`src/rtl/usb_bit_timer.sv`:
```
// Receive-side USB bit timer: regenerates the mid-bit sample strobe from line
// transitions and counts strobes into bytes.
module usb_bit_timer #(
  parameter int CLKS_PER_BIT  = 8,
  parameter int SAMPLE_POINT  = 3,
  parameter int BITS_PER_BYTE = 8
) (
  input  logic                             clk,
  input  logic                             n_rst,
  input  logic                             d_plus,
  input  logic                             enable,
  output logic                             shift_strobe,
  output logic                             byte_done,
  output logic [$clog2(BITS_PER_BYTE)-1:0] bit_cnt,
  output logic                             sample_bit
);

  localparam int PW = $clog2(CLKS_PER_BIT);
  localparam int CW = $clog2(BITS_PER_BYTE);
  localparam logic [PW-1:0] PHASE_LAST   = PW'(CLKS_PER_BIT - 1);
  localparam logic [PW-1:0] PHASE_SAMPLE = PW'(SAMPLE_POINT);
  localparam logic [CW-1:0] CNT_LAST     = CW'(BITS_PER_BYTE - 1);

  logic [PW-1:0] phase_q, phase_d;
  logic [CW-1:0] bit_cnt_q, bit_cnt_d;
  logic          d_prev_q, d_prev_d;
  logic          sample_bit_q, sample_bit_d;
  logic          edge_det;

  always_comb begin
    edge_det     = (d_plus != d_prev_q);
    shift_strobe = enable && (phase_q == PHASE_SAMPLE);
    byte_done    = shift_strobe && (bit_cnt_q == CNT_LAST);
    d_prev_d     = d_plus;

    // Any line transition re-anchors the bit period; the strobe for the
    // current cycle is still decided from the registered phase.
    if (!enable || edge_det || (phase_q == PHASE_LAST)) begin
      phase_d = '0;
    end else begin
      phase_d = phase_q + PW'(1);
    end

    bit_cnt_d = bit_cnt_q;
    if (!enable) begin
      bit_cnt_d = '0;
    end else if (shift_strobe) begin
      bit_cnt_d = (bit_cnt_q == CNT_LAST) ? '0 : bit_cnt_q + CW'(1);
    end

    sample_bit_d = shift_strobe ? d_plus : sample_bit_q;
  end

  always_ff @(posedge clk or negedge n_rst) begin
    if (!n_rst) begin
      phase_q      <= '0;
      bit_cnt_q    <= '0;
      d_prev_q     <= 1'b1;
      sample_bit_q <= 1'b1;
    end else begin
      phase_q      <= phase_d;
      bit_cnt_q    <= bit_cnt_d;
      d_prev_q     <= d_prev_d;
      sample_bit_q <= sample_bit_d;
    end
  end

  assign bit_cnt    = bit_cnt_q;
  assign sample_bit = sample_bit_q;

endmodule

```
`config.mk`:
```
export PLATFORM = sky130hd
export DESIGN_NAME = usb_bit_timer
export DESIGN_NICKNAME = d
export VERILOG_FILES = /design/src/rtl/usb_bit_timer.sv
export SDC_FILE = /design/constraint.sdc
export NUM_CORES = 1
export LEC_CHECK = 0
export BUFFER_PORTS_ARGS = -buffer_cell sky130_fd_sc_hd__buf_2
export CORE_AREA = 3 3 40 42
export DETAILED_ROUTE_END_ITERATION = 10
export DIE_AREA = 0 0 43 45
export PLACE_DENSITY_LB_ADDON = 0.2
export SLEW_MARGIN = 20
export SYNTH_ARGS = -nofsm -noshare
export SYNTH_HDL_FRONTEND = slang
export SYNTH_SLANG_ARGS = --single-unit
export TNS_END_PERCENT = 5
```
`constraint.sdc`:
```
create_clock -name clk -period 2.2 [get_ports clk]
set_clock_uncertainty 0.2 [all_clocks]
set_input_delay 0.11 -clock clk [delete_from_list [all_inputs] [get_ports clk]]
set_output_delay 0.11 -clock clk [all_outputs]
set_load 0.03 [all_outputs]
```
==> results of run 1 <==
power breakdown:
group	internal, W	total, W	leakage [nW]	switching [W]
sequential	0.000158	0.000162	0.104	0.00000401
clock	0.0000623	0.000111	0.0138	0.0000486
combinational	0.0000174	0.0000374	0.151	0.0000201
total	0.000237	0.000310	0.268	0.0000727
routing by layer:
layer | vias up | share of wire [%]
met5 | - | 0
met4 | 0 | 0
met3 | 0 | 7.8
met2 | 9 | 44
met1 | 116 | 48
li1 | 130 | -
final cells by class:
class,instances,area [sq um]
multi-input combinational,18,173
tap,15,18.8
fill,127,786
clock buffer,3,22.5
timing repair buffer,12,75.1
sequential,8,203
inverter,2,7.51
worst register-to-register path, delay by kind of cell (launching register included):
family / cells / cell delay [ps]
fa+ha+maj: 2 / 480
flops: 1 / 380
mux: 1 / 300
simple gates: 1 / 140
cells in the final DEF, fill, tap and decap left out:
cell / count
buf_2: 9
dfrtp_1: 6
ha_1: 5
clkbuf_4: 3
dlygate4sd3_1: 3
nor4b_1: 2
inv_1: 2
mux2i_1: 2
nor2b_1: 2
dfstp_2: 2
xor2_1: 1
nor4bb_1: 1
nand2_2: 1
and3_2: 1
mux2_4: 1
nand2_1: 1
o32ai_1: 1
worst max path at each step:
| stage | startpoint | endpoint | slack (ps) | cells past startpoint |
|---|---|---|---|---|
| finish | phase_q[0]$_DFF_PN0_ | byte_done | 370 | 4 |
| global route | phase_q[0]$_DFF_PN0_ | byte_done | 300 | 4 |
| CTS | phase_q[0]$_DFF_PN0_ | byte_done | 350 | 4 |
| detailed placement | phase_q[0]$_DFF_PN0_ | sample_bit$_DFFE_PN1P_ | 620 | 4 |
| global placement | phase_q[0]$_DFF_PN0_ | sample_bit$_DFFE_PN1P_ | 660 | 4 |
| floorplan | bit_cnt[0]$_DFFE_PN0P_ | bit_cnt[2]$_DFFE_PN0P_ | 710 | 4 |
cell families (layout without fill, tap and decap cells):
family          after synthesis  after routing
compound gates                1              1
xor+xnor                      1              1
fa+ha+maj                     5              5
buf+inv                       2             17
flops                         8              8
mux                           3              3
simple gates                  8              8
synthesized netlist by cell type:
master    number  area share, %
nand2_2        1            1.6
mux2i_1        2            5.2
dfrtp_1        6             39
nor4bb_1       1            2.6
inv_1          2            2.0
nor2b_1        2            3.3
mux2_4         1            3.9
and3_2         1            2.0
dfstp_2        2             14
ha_1           5             16
o32ai_1        1            2.3
nor4b_1        2            4.6
nand2_1        1           0.98
xor2_1         1            2.3
timing repair:
item	4_1_cts	5_1_grt
hold buffers	3	0
endpoints found under the setup margin	0	0
hold endpoints to repair	16	0
buffers inserted	0	0
metrics by stage:
stage	cells	area, sq um	setup slack (ps)
finish	58	499	373
global route	58	499	300
CTS	58	499	354
detailed placement	52	447	621
global placement	52	447	660
floorplan	28	383	711
flip-flops by register name (all words and copies together), names as in the netlist:
register / count
phase_q: 3
sample_bit: 1
bit_cnt: 3
d_prev_q: 1
==> results.py, run 1 <==
metrics = {
    "grt": {
        "grt_start_max_net_pins": 9,
        "grt_busiest_layer": "met2",
        "met3_usage_pct": 3.19,
        "overflow": 0,
        "grt_pass1_vias": 252,
        "antenna_found_initial": 0,
        "grt_use_met2_pct": 12.0,
        "grt_usage_pct": 8.49,
        "met1_usage_pct": 10.1,
        "grt_pass1_wl_microns": 1170,
    },
    "floorplan": {
        "rows": 13,
        "die_area_sq_um": 1940,
        "start_util_pct": 29.8,
        "die_h_microns": 45,
        "die_w_microns": 43,
        "core_area_sq_um": 1280,
        "ios": 10,
    },
    "critical_path": {
        "path_common_cell": "ha_1",
        "rrSetupSlack_ps": 620,
        "cpPeakStageDelay_ps": 380,
        "worstRegToRegCells": 4,
        "crit_family": "adder cells",
        "arrival_ps": 1520,
        "worstReg2RegStart": "phase_q[0]$_DFF_PN0_",
        "worstPathBufferInverterCount": 1,
        "crit_slowest_cell": "dfrtp_1",
        "r2r_end": "sample_bit$_DFFE_PN1P_",
        "cp_max_fo": 5,
        "end_kind": "primary output",
        "path_class": "register to primary output",
        "worstPathRequired_ps": 1890,
        "start_kind": "register",
        "crit_chain": "ha_1 -> ha_1 -> and3_2 -> buf_2",
    },
    "detailed_routing": {
        "drc": 0,
        "via_per_inst": 4.40,
        "ant_nets": 0,
        "drtIter0Drc": 0,
        "routed_wl_microns": 668,
        "route.vias.total": 255,
        "wl_per_cell_microns": 11.5,
        "drt_pass1_iterations": 1,
    },
    "clock_network": {
        "clkSlewWorstSetupHoldPaths_ps": 50,
        "h-tree-depth": 1,
        "clk_path_buf_depth": 2,
        "tritoncts": "done",
        "cts_resized": 0,
        "numCtsBuffers": 3,
        "cts_sinks": 8,
        "clk_latency_ps": 250,
        "cts-root-buf": "clkbuf_4",
    },
    "final_layout": {
        "nets": 54,
        "synthToLayoutAreaGrowth_pct": 30.4,
        "drive_gt1_share_pct": 39.5,
        "post-route-util_pct": 38.9,
        "antenna_cells": 0,
    },
    "min_path": {
        "hold_path.class": "primary input to async pin",
    },
    "synth": {
        "synth_fa_ha_area_share_pct": 16.3,
        "synth-simple-area-share_pct": 15.0,
        "ys_ff_latch": 8,
        "synthMuxAreaShare_pct": 9.15,
        "synth_top_family_by_area": "adder cells",
        "syn_inst": 28,
        "synth_compound_area_share_pct": 2.29,
        "synth.net_count": 37,
        "synthXorXnorAreaFrac_pct": 2.29,
        "synthesis.area_sq_um": 383,
        "synth_area_per_cell_sq_um": 13.7,
        "ys_types": 14,
        "ys_seq_area_share_pct": 52.9,
        "synth_warnings": 0,
    },
    "timing": {
        "fin_hold_ws_ps": 30.0,
        "max_slew_margin_pct": 83.7,
        "setup_tns_ps": 0,
        "worst_pin_slew_ps": 241,
        "hold_violations": 0,
        "period_share_pct": 83.0,
        "final-setup-viol-count": 0,
        "grt_setup_unrepaired": "false",
        "finalMaxSlewViolations": 0,
        "min_period_ps": 1830,
        "max_clock_freq_ghz": 0.547,
    },
    "placement": {
        "portBuffers": 9,
        "place_congestion": 0.674,
        "place_hpwl_microns": 525,
    },
    "flow_run": {
        "maxCapViolCount": 0,
    },
    "power_and_ir_drop": {
        "leakage_nw": 0.268,
        "ir_worst_vdd_mv": 0.343,
        "p_total_w": 0.000310,
        "power_density_nw_per_um2": 621,
    },
    "status": {
        "outcome": "finished clean",
    },
}
(Power assumes the default switching activity.)
==> run 2, diff against run 1 <==
- clock period: 2.2 -> 1.8 ns (I/O delays scaled with it)
==> run 2 against run 1 <==
Utilization grew 1.2 points. Clock power grew 23%. Via count increased by 0.39%. Critical path depth unchanged. Hold slack got worse by 30 ps. Cell count did not move. Highest routed layer unchanged.
==> results.py, run 2 (synthesized netlist as in run 1, its figures left out) <==
metrics = {
    "clock_network": {
        "numCtsBuffers": 3,
        "h-tree-depth": 1,
        "clk_path_buf_depth": 2,
        "postCtsSetupRepairBufs": 0,
        "cts-root-buf": "clkbuf_4",
        "clk_latency_ps": 250,
        "tritoncts": "done",
        "clkSlewWorstSetupHoldPaths_ps": 50,
        "cts_sinks": 8,
    },
    "timing": {
        "setup_tns_ps": 0,
        "final-setup-viol-count": 0,
        "hold_violations": 0,
        "finalMaxSlewViolations": 0,
        "worst_pin_slew_ps": 269,
        "period_share_pct": 94.2,
        "grt_setup_unrepaired": "false",
        "max_clock_freq_ghz": 0.590,
        "max_slew_margin_pct": 81.8,
        "min_period_ps": 1700,
    },
    "power_and_ir_drop": {
        "p_seq_share_pct": 52.0,
        "ir_worst_vdd_mv": 0.378,
        "power_density_nw_per_um2": 739,
        "p_switching_w": 0.0000889,
        "p_total_w": 0.000380,
        "switching_share_pct": 23.4,
        "leakage_nw": 0.267,
        "p_clk_share_pct": 35.8,
        "intPower_w": 0.000291,
        "combPwrFrac_pct": 12.3,
    },
    "final_layout": {
        "synthToLayoutAreaGrowth_pct": 34.3,
        "n_fill_cell": 126,
        "mostFrequentLayoutCells": "buf_2 (9), dfrtp_1 (6), ha_1 (3), clkbuf_4 (3), dlygate4sd3_1 (3)",
        "drive_gt1_share_pct": 44.2,
        "nets": 54,
        "multi_input_area_sq_um": 188,
        "seq_area_sq_um": 203,
        "layoutNonFillerInstCount": 58,
        "final_common_cell": "buf_2",
        "antenna_cells": 0,
    },
    "critical_path": {
        "worstReg2RegStart": "phase_q[0]$_DFF_PN0_",
        "end_kind": "primary output",
        "rrSetupSlack_ps": 360,
        "start_kind": "register",
        "worstRegToRegCells": 4,
        "arrival_ps": 1410,
        "worstPathRequired_ps": 1510,
        "r2r_end": "sample_bit$_DFFE_PN1P_",
        "cp_max_fo": 5,
        "path_class": "register to primary output",
    },
    "detailed_routing": {
        "ant_nets": 0,
        "wl_per_cell_microns": 11.8,
        "drtIter0Drc": 1,
        "via_per_inst": 4.41,
        "drt_pass1_iterations": 3,
        "routed_wl_microns": 685,
        "drc": 0,
        "route.vias.total": 256,
    },
    "placement": {
        "place_inst": 52,
        "place_congestion": 0.747,
        "portBuffers": 9,
    },
    "grt": {
        "overflow": 0,
        "grt_pass1_wl_microns": 1030,
        "met3_usage_pct": 3.59,
        "grt_start_max_net_pins": 9,
        "antenna_found_initial": 0,
        "met1_usage_pct": 9.61,
        "grt_pass1_vias": 235,
        "grt_use_met2_pct": 9.88,
        "grt_usage_pct": 7.80,
        "grt_busiest_layer": "met2",
    },
    "floorplan": {
        "ios": 10,
        "rows": 13,
        "core_area_sq_um": 1280,
        "die_h_microns": 45,
        "die_area_sq_um": 1940,
        "die_w_microns": 43,
        "start_util_pct": 29.8,
    },
    "min_path": {
        "hold_path.class": "primary input to async pin",
    },
    "status": {
        "outcome": "finished clean",
    },
    "flow_run": {
        "maxCapViolCount": 0,
    },
}
==> run 2: cell counts in the layout (fill, tap and decap cells not counted) <==
No cell type changed its count.
==> run 2: area by class of cell <==
| cell class | instances | area share (%) |
|---|---|---|
| inverter | 2 | 1.46 |
| clock buffer | 3 | 4.38 |
| sequential | 8 | 39.4 |
| timing repair buffer | 12 | 14.6 |
| multi-input combinational | 18 | 36.5 |
| tap | 15 | 3.65 |
==> run 2: power groups by stage <==
stage	clock [W]	combinational (W)	sequential, W
6_report	0.000136	0.0000466	0.000197
5_1_grt	0.000158	0.0000500	0.000199
4_1_cts	0.000139	0.0000466	0.000198
3_5_place_dp	0	0.0000416	0.000200
3_3_place_gp	0	0.0000406	0.000200
2_1_floorplan	0	0.0000158	0.000209
==> run 2: how the worst max path moves through the flow <==
stage                            from                      to  slack [ps]  depth (start not counted)
2_1_floorplan  bit_cnt[0]$_DFFE_PN0P_  bit_cnt[2]$_DFFE_PN0P_         310                          4
4_1_cts          phase_q[0]$_DFF_PN0_               byte_done          30                          4
6_report         phase_q[0]$_DFF_PN0_               byte_done         100                          4
5_1_grt          phase_q[0]$_DFF_PN0_               byte_done          50                          4
3_5_place_dp     phase_q[0]$_DFF_PN0_  sample_bit$_DFFE_PN1P_         220                          4
3_3_place_gp     phase_q[0]$_DFF_PN0_  sample_bit$_DFFE_PN1P_         260                          4
==> run 2: layer usage <==
| layer | vias to the layer above | share of wire (%) |
|---|---|---|
| met4 | 0 | 0 |
| met3 | 0 | 5.7 |
| li1 | 130 | - |
| met2 | 9 | 46 |
| met1 | 117 | 48 |
| met5 | - | 0 |
==> run 2: worst max-delay path: stages, from the launching register on <==
cell     delay [ps]
dfrtp_1         380
ha_2            210
ha_4            180
and3_2          210
buf_2           170
==> run 2: stage by stage <==
| stage | hold slack (ps) | setup WS [ps] | util [%] | cell area (sq um) |
|---|---|---|---|---|
| 2_1_floorplan | -406 | 311 | - | 383 |
| 3_3_place_gp | -262 | 257 | 34.8 | 447 |
| 3_5_place_dp | -260 | 217 | 34.8 | 447 |
| 4_1_cts | 3.02 | 32.7 | 39.0 | 502 |
| 5_1_grt | 8.95 | 46.2 | 40.0 | 514 |
| 6_report | 0.419 | 104 | 40.0 | 514 |
==> run 2: timing repair <==
item                       in CTS  in global routing
gates resized for setup         1                  2
setup endpoints to repair       1                  1
hold buffers                    3                  0
hold endpoints to repair       16                  0
